`src/rtl/axis_packet_splitter.sv`:
```
// rtl/axis_packet_splitter.sv - splits each input frame into fixed-length tlast-delimited sub-packets
// Optional macro: AXIS_PACKET_SPLITTER_TUSER_EN adds m_axis_tuser carrying the sub-packet index.
module axis_packet_splitter #(
  parameter int AXIS_TDATA_WIDTH     = 32,
  parameter int SUBPACKET_LENGTH     = 1024,
  parameter int PACKETS_PER_PACKET   = 4,
  parameter bit DISCARD_FIRST_PACKET = 1
) (
  input  logic                        axis_aclk,
  input  logic                        axis_aresetn,
  input  logic [AXIS_TDATA_WIDTH-1:0] s_axis_tdata,
  input  logic                        s_axis_tvalid,
  output logic                        s_axis_tready,
  input  logic                        s_axis_tlast,
  output logic [AXIS_TDATA_WIDTH-1:0] m_axis_tdata,
  output logic                        m_axis_tvalid,
  input  logic                        m_axis_tready,
  output logic                        m_axis_tlast,
`ifdef AXIS_PACKET_SPLITTER_TUSER_EN
  output logic [((PACKETS_PER_PACKET > 1) ? $clog2(PACKETS_PER_PACKET) : 1)-1:0] m_axis_tuser,
`endif
  output logic                        synced,
  output logic                        err_short,
  output logic                        err_long
);

  localparam int BW = (SUBPACKET_LENGTH > 1) ? $clog2(SUBPACKET_LENGTH) : 1;
  localparam int SW = (PACKETS_PER_PACKET > 1) ? $clog2(PACKETS_PER_PACKET) : 1;
  localparam logic [BW-1:0] BEAT_MAX = BW'(SUBPACKET_LENGTH - 1);
  localparam logic [SW-1:0] SUB_MAX  = SW'(PACKETS_PER_PACKET - 1);

  typedef enum logic {UNSYNC, RUN} state_t;

  state_t                      state_q, state_d;
  logic [BW-1:0]               beat_cnt, beat_d;
  logic [SW-1:0]               sub_cnt, sub_d;
  logic                        short_d, long_d;
  logic                        accept, push, push_last;
  logic                        drain_ok;
  logic                        skid_valid, skid_valid_d;
  logic [AXIS_TDATA_WIDTH-1:0] skid_tdata;
  logic                        skid_tlast;

  assign accept   = s_axis_tvalid & s_axis_tready;
  assign drain_ok = ~m_axis_tvalid | m_axis_tready;
  assign synced   = (state_q == RUN);

  // State register: without discard mode the block trusts that reset lands on a frame boundary
  always_ff @(posedge axis_aclk or negedge axis_aresetn) begin
    if (!axis_aresetn) state_q <= DISCARD_FIRST_PACKET ? UNSYNC : RUN;
    else               state_q <= state_d;
  end

  // Next state, beat/sub-packet counting and frame-length error detection
  always_comb begin
    state_d   = state_q;
    beat_d    = beat_cnt;
    sub_d     = sub_cnt;
    short_d   = 1'b0;
    long_d    = 1'b0;
    push      = 1'b0;
    push_last = 1'b0;
    case (state_q)
      UNSYNC: begin
        if (accept && s_axis_tlast) state_d = RUN;
      end
      RUN: begin
        if (accept) begin
          push      = 1'b1;
          push_last = (beat_cnt == BEAT_MAX) | s_axis_tlast;
          if (s_axis_tlast) begin
            beat_d  = '0;
            sub_d   = '0;
            short_d = ~((beat_cnt == BEAT_MAX) && (sub_cnt == SUB_MAX));
          end else if (beat_cnt == BEAT_MAX) begin
            beat_d = '0;
            if (sub_cnt == SUB_MAX) begin
              sub_d  = '0;
              long_d = 1'b1;
            end else begin
              sub_d = sub_cnt + SW'(1);
            end
          end else begin
            beat_d = beat_cnt + BW'(1);
          end
        end
      end
      default: state_d = UNSYNC;
    endcase
  end

  // Skid occupancy after this cycle; only empty when output register is free or draining
  always_comb begin
    skid_valid_d = skid_valid;
    if (drain_ok) skid_valid_d = skid_valid & push;
    else          skid_valid_d = skid_valid | push;
  end

  // Counters and one-cycle error pulses
  always_ff @(posedge axis_aclk or negedge axis_aresetn) begin
    if (!axis_aresetn) begin
      beat_cnt  <= '0;
      sub_cnt   <= '0;
      err_short <= 1'b0;
      err_long  <= 1'b0;
    end else begin
      beat_cnt  <= beat_d;
      sub_cnt   <= sub_d;
      err_short <= short_d;
      err_long  <= long_d;
    end
  end

  // Two-entry output buffer: output register plus skid entry; ready is registered from skid occupancy
  always_ff @(posedge axis_aclk or negedge axis_aresetn) begin
    if (!axis_aresetn) begin
      m_axis_tvalid <= 1'b0;
      m_axis_tdata  <= '0;
      m_axis_tlast  <= 1'b0;
      skid_valid    <= 1'b0;
      skid_tdata    <= '0;
      skid_tlast    <= 1'b0;
      s_axis_tready <= 1'b0;
    end else begin
      s_axis_tready <= ~skid_valid_d;
      skid_valid    <= skid_valid_d;
      if (drain_ok) begin
        if (skid_valid) begin
          m_axis_tvalid <= 1'b1;
          m_axis_tdata  <= skid_tdata;
          m_axis_tlast  <= skid_tlast;
        end else begin
          m_axis_tvalid <= push;
          if (push) begin
            m_axis_tdata <= s_axis_tdata;
            m_axis_tlast <= push_last;
          end
        end
        if (skid_valid && push) begin
          skid_tdata <= s_axis_tdata;
          skid_tlast <= push_last;
        end
      end else if (push) begin
        skid_tdata <= s_axis_tdata;
        skid_tlast <= push_last;
      end
    end
  end

`ifdef AXIS_PACKET_SPLITTER_TUSER_EN
  logic [SW-1:0] skid_tuser;

  // Sub-packet index travels through the buffer alongside tdata
  always_ff @(posedge axis_aclk or negedge axis_aresetn) begin
    if (!axis_aresetn) begin
      m_axis_tuser <= '0;
      skid_tuser   <= '0;
    end else if (drain_ok) begin
      if (skid_valid)  m_axis_tuser <= skid_tuser;
      else if (push)   m_axis_tuser <= sub_cnt;
      if (skid_valid && push) skid_tuser <= sub_cnt;
    end else if (push) begin
      skid_tuser <= sub_cnt;
    end
  end
`endif

endmodule

```
`config.mk`:
```
export PLATFORM = sky130hd
export DESIGN_NAME = axis_packet_splitter
export DESIGN_NICKNAME = d
export VERILOG_FILES = /design/src/rtl/axis_packet_splitter.sv
export SDC_FILE = /design/constraint.sdc
export NUM_CORES = 1
export LEC_CHECK = 0
export CAP_MARGIN = 20
export CORE_ASPECT_RATIO = 1.25
export CORE_MARGIN = 2
export CORE_UTILIZATION = 40
export CTS_CLUSTER_DIAMETER = 100
export DETAILED_ROUTE_END_ITERATION = 10
export PLACE_DENSITY_LB_ADDON = 0.1
export SLEW_MARGIN = 25
export SYNTH_ARGS = -nofsm -noshare
export SYNTH_HDL_FRONTEND = slang
export SYNTH_SLANG_ARGS = --single-unit
```
`constraint.sdc`:
```
create_clock -name axis_aclk -period 2.1 [get_ports axis_aclk]
set_clock_uncertainty 0.15 [all_clocks]
set_input_delay 0.42 -clock axis_aclk [delete_from_list [all_inputs] [get_ports axis_aclk]]
set_output_delay 0.42 -clock axis_aclk [all_outputs]
set_load 0.02 [all_outputs]
```
# Yosys cells after proc, flatten, opt, wreduce, memory -nomap -nowiden
# Index checks and enable logic that the tools add are counted.
# op_classes
n_addsub	2
n_mul	0
div_mod_pow	0
n_lt_le_gt_ge	0
eq_ne	3
n_shift	0
mux	29
n_bitwise	8
reduce_logical	10
# ops
cell	count
32-bit two-way mux	4
1-bit two-way mux	20
10-bit two-way mux	2
10-bit by 1-bit adder with 10-bit output (second input constant)	1
10-bit == test (second input constant)	1
2-bit two-way mux	3
2-bit AND reduction	3
2-bit nonzero test	3
1-bit logical AND	3
1-bit inverter	3
1-bit bitwise OR	3
3-bit AND reduction	1
2-bit by 1-bit adder with 2-bit output (second input constant)	1
1-bit AND	2
2-bit == test (second input constant)	1
2-bit by 1-bit inequality test with 1-bit output (second input constant)	1
# totals
regBits	84
latchBits	0
ram_bits	0
romBits	0
input_bits	37
out_inout_bits	38
mem_count	0

# Longest topological paths before layout
# Gate-level depths: netlist of the first run.
# logic_depth
depth_word	6
mapped_depth	5
mapped_depth_nobuf	5

# Worst setup path before layout of the first run
# Ideal clock, no wire load.
# synth_timing
path_type	reg2reg
start	reg state_q (netlist: synced)
end	reg skid_tdata[21]
arrival_ps	1436
t_required_ps	1825
slack_ps	389
path_stages_with_launch	6
n_path_buf	2
synth_period_minus_slack_ps	1711
path_cell_list	dfrtp_1 > and3_1 > buf_4 > o21ai_4 > buf_6 > mux2_2
# synth_between
elab_chain_cells	4
word_cells_on_any_way	5
# synth_rtl
element	line_no	text
start: declaration	34	state_t state_q, state_d;
start signal: assignment	50	if (!axis_aresetn) state_q <= DISCARD_FIRST_PACKET ? UNSYNC : RUN;
start signal: assignment	51	else state_q <= state_d;
1-bit two-way mux *	63	case (state_q)
1-bit logical AND	139	if (skid_valid && push) begin
2-bit by 1-bit inequality test with 1-bit output (no line)	--	
2-bit AND reduction (no line) *	--	
end signal: assignment	140	skid_tdata <= s_axis_tdata;
end signal: assignment	144	skid_tdata <= s_axis_tdata;
end: declaration	41	logic [AXIS_TDATA_WIDTH-1:0] skid_tdata;
# Every way passes the cells marked *; elsewhere a longest branch is shown, timed or not.
# A chain may end at the register's enable or synchronous reset.

# Final worst setup path of the first run
# layout_timing
start	reg m_axis_tdata[12]
end	out m_axis_tdata[12]
# layout_lines
element	line_no	text
start: declaration	15	output logic [AXIS_TDATA_WIDTH-1:0] m_axis_tdata,
start signal: assignment	130	m_axis_tdata <= skid_tdata;
start signal: assignment	135	m_axis_tdata <= s_axis_tdata;
# No word-level cell between the ends.

==> results of run 1 <==
## path summary, 6_finish.rpt
kind	from	to	slack, ns
min reg2reg	m_axis_tdata[25]	m_axis_tdata[25]	0.33
min in group asynchronous	axis_aresetn	m_axis_tdata[5]	0.46
max reg2reg	beat_cnt[0]	skid_tlast	0.30
max in group asynchronous	axis_aresetn	skid_tdata[27]	0.80
max	m_axis_tdata[12]	m_axis_tdata[12]	0.17
min	m_axis_tdata[25]	m_axis_tdata[25]	0.33
## logic make-up after synthesis
family | Yosys count
flip-flops | 84
multiplexers | 66
AO/OA/AOI/OAI | 53
AND/OR/NAND/NOR | 71
XOR/XNOR | 5
adder cells (fa/ha/maj) | 2
buffers and inverters | 19
## per-stage QoR
step	cell area, um^2	power, mW	hold slack (ns)
6_report	4820	6.92	0.329
3_3_place_gp	4620	5.80	0.251
3_5_place_dp	4620	5.87	0.258
5_1_grt	4820	7.42	0.364
4_1_cts	4820	7.03	0.337
2_1_floorplan	3640	4.60	-0.0256
## power groups by stage
stage	logic [mW]	registers [mW]	clock network, mW
4_1_cts	3.08	2.77	1.18
3_5_place_dp	3.07	2.79	0
5_1_grt	3.32	2.86	1.24
2_1_floorplan	1.50	3.10	0
3_3_place_gp	3.02	2.78	0
6_report	3.01	2.76	1.14
## what timing repair did
item	in CTS	in global routing
resized for setup	0	0
setup buffers	0	0
hold buffers	1	0
endpoints found under the hold margin	31	0
## registers in the layout, summed over array words and instances, names as in the netlist
name,count
m_axis_tvalid,1
skid_tlast,1
beat_cnt,10
sub_cnt,2
skid_valid,1
synced,1
err_short,1
m_axis_tlast,1
skid_tdata,32
m_axis_tdata,32
s_axis_tready,1
err_long,1
## cells in the final DEF (no fill, tap or decap), types with 3 or more instances in the layout
master           count
mux2i_1             32
mux2_2              32
nand2_1             43
clkbuf_8            10
clkbuf_1             4
xnor2_1              4
dfrtp_1             83
inv_1                3
buf_4               11
o21ai_0             39
nor2_1               7
clkdlybuf4s50_1     73
nor4_1               3
buf_12               5
nand3_1              6
## cell type report
type / count / area share (%)
clock buffer: 14 / 3.17
clock inverter: 2 / 0.727
inverter: 3 / 0.234
multi-input combinational: 197 / 30.0
sequential: 84 / 43.6
tap: 120 / 3.12
timing repair buffer: 90 / 19.2
## routing by layer
layer / wire length [um] / GRT usage (%) / up-vias
met5: 0 / 0 / -
met4: 166 / 7.76 / 0
met3: 285 / 3.28 / 13
met2: 3440 / 24.2 / 52
met1: 3380 / 21.7 / 1229
li1: - / - / 1224
==> reports/results.tsv, run 1 <==
stage	metric	value	unit
run_status	status	complete, no violations	
yosys	top post-synthesis cells by area	dfrtp_1, mux2_2, mux2i_1	
clocking	number of CTS-inserted buffers	9	
sta	Fmax achieved	518	MHz
clocking	Max clock buf depth	2	
clocking	Clock transition at path regs	0.08	ns
global_routing	Total GRT Usage	16.0	%
flow_run	max-cap violation count	0	
sta	Final period util	91.9	%
yosys	Post-Synthesis Cells	300	
clocking	clk root buf	clkbuf_8	
yosys	Post-synth top cells	dfrtp_1, nand2_1, o21ai_0, mux2_2, mux2i_1	
clocking	Clock Latency Late Sink	0.36	ns
critical_path	kind of end point of the critical path	output port	
placed_design	placed instance count	493	
global_routing	remaining global-route overflow	0	
yosys	Top FF cell, synth	dfrtp_1	
pwr	Max IR drop VDD	0.000805	V
critical_path	Crit. path cell count	1	
routing	drt total wl	7280	um
sta	minimum clock period	1.93	ns
sta	final setup fails	0	
critical_path	WP buf/inv	1	
pwr	Logic pwr share	43.6	%
floorplanning	die height	111	um
routing	via count	2518	
yosys	XOR/XNOR Fraction of Synth Area	1.20	%
yosys	Post-Synth Simple-Gate Area	9.44	%
final_layout	Layout fillers	802	
critical_path	Worst Path Max Fanout	2	
clocking	H-tree depth	3	
critical_path	WP data required	1.53	ns
routing	drc violations	0	
final_layout	Multi-input gate area	1440	um^2
global_routing	largest net degree at the start of global routing	35	
worst_hold_path	WHS Path Cells	2	
final_layout	Syn-to-layout area delta	32.2	%
clocking	CTS tree	yes	
final_layout	Final Non-Filler Cells	510	
yosys	Async SR Flop Fraction	100	%
routing	ANT nets after route	0	
pwr	Switch Pwr	2.43	mW
pwr	clock share of power	16.5	%
placed_design	Placer Congestion	0.751	
routing	WL per Instance	14.3	um
sta	setup_tns	0	ns
clocking	clk sink count	84	
final_layout	fin nets	424	
yosys	main combinational cell family by area after synthesis	multiplexers	
floorplanning	die area	9900	um^2
global_routing	global-route wire length before repair	12300	um
floorplanning	IO Count	75	
floorplanning	core footprint	8750	um^2
critical_path	Largest stage delay, worst path	0.62	ns
yosys	Seq cells post-synth	84	
yosys	warnings from Yosys	0	
yosys	Synth Area in Adders	0.687	%
routing	Initial DRC Count	101	
sta	final worst slack	0.170	ns
final_layout	utilization after layout	55.1	%
pwr	PD cells	1440	nW/um^2
critical_path	slowest CP cell	clkdlybuf4s50_1	
yosys	area share of the largest cell type after synthesis	57.7	%
pwr	share of power burned in registers	39.9	%
placed_design	pre-CTS setup slack	-0.0541	ns
yosys	Synth Area in Compound Gates	8.79	%
critical_path	worst endpoint data arrival time	1.36	ns
global_routing	vias in the first global route	2533	
routing	Via density	4.94	
pwr	leak pwr	2.07	nW
sta	Hold Vio Cnt, Final	0	
floorplanning	Starting Density	41.7	%
critical_path	R2R cell count	5	
placed_design	dpl hpwl	4980	um
yosys	mux cell area share after synthesis	19.3	%
yosys	EDFF count, synth	0	
global_routing	initial antenna violation count	0	
sta	worst-margin pin slew	0.445	ns
yosys	Synth cell types	38	
sta	RSZ-0062 raised after global routing	false	
worst_hold_path	worst hold path class	reg2reg	
yosys	Mapped Nets	339	
pwr	Sw Share	35.1	%
yosys	most frequent cell after synthesis	dfrtp_1	
final_layout	share of layout cells above drive strength 1	17.9	%
placed_design	Buffers on Ports	74	
critical_path	kind of cell adding the most delay to the critical path	buffers and inverters	
critical_path	kind of critical path	reg2out	
yosys	Post-Syn Area per Cell	12.1	um^2
floorplanning	Die Span X	89.4	um
routing	total iterations of the first detailed-routing run	4	
sta	count of pins over their slew limit	0	
pwr	internal power	4.49	mW
critical_path	crit path launch type	register	
yosys	Cell Area, Synth	3640	um^2
sta	slew margin rel.	70.4	%
final_layout	Antenna diodes	0	
yosys	cell taking the most area after synthesis	dfrtp_1	
floorplanning	site row count	38	
yosys	sequential area share after synthesis	57.7	%
critical_path	CP cell instances	clkdlybuf4s50_1	
final_layout	sequential cell area	2100	um^2
Note: power is estimated with default switching activity, not from simulation.
==> inputs of run 2 (changes only) <==
- ABC_CLOCK_PERIOD_IN_PS: default -> 2100
==> results of run 2 <==
Same layout as run 1: the final DEF is identical, and so are final timing and power.
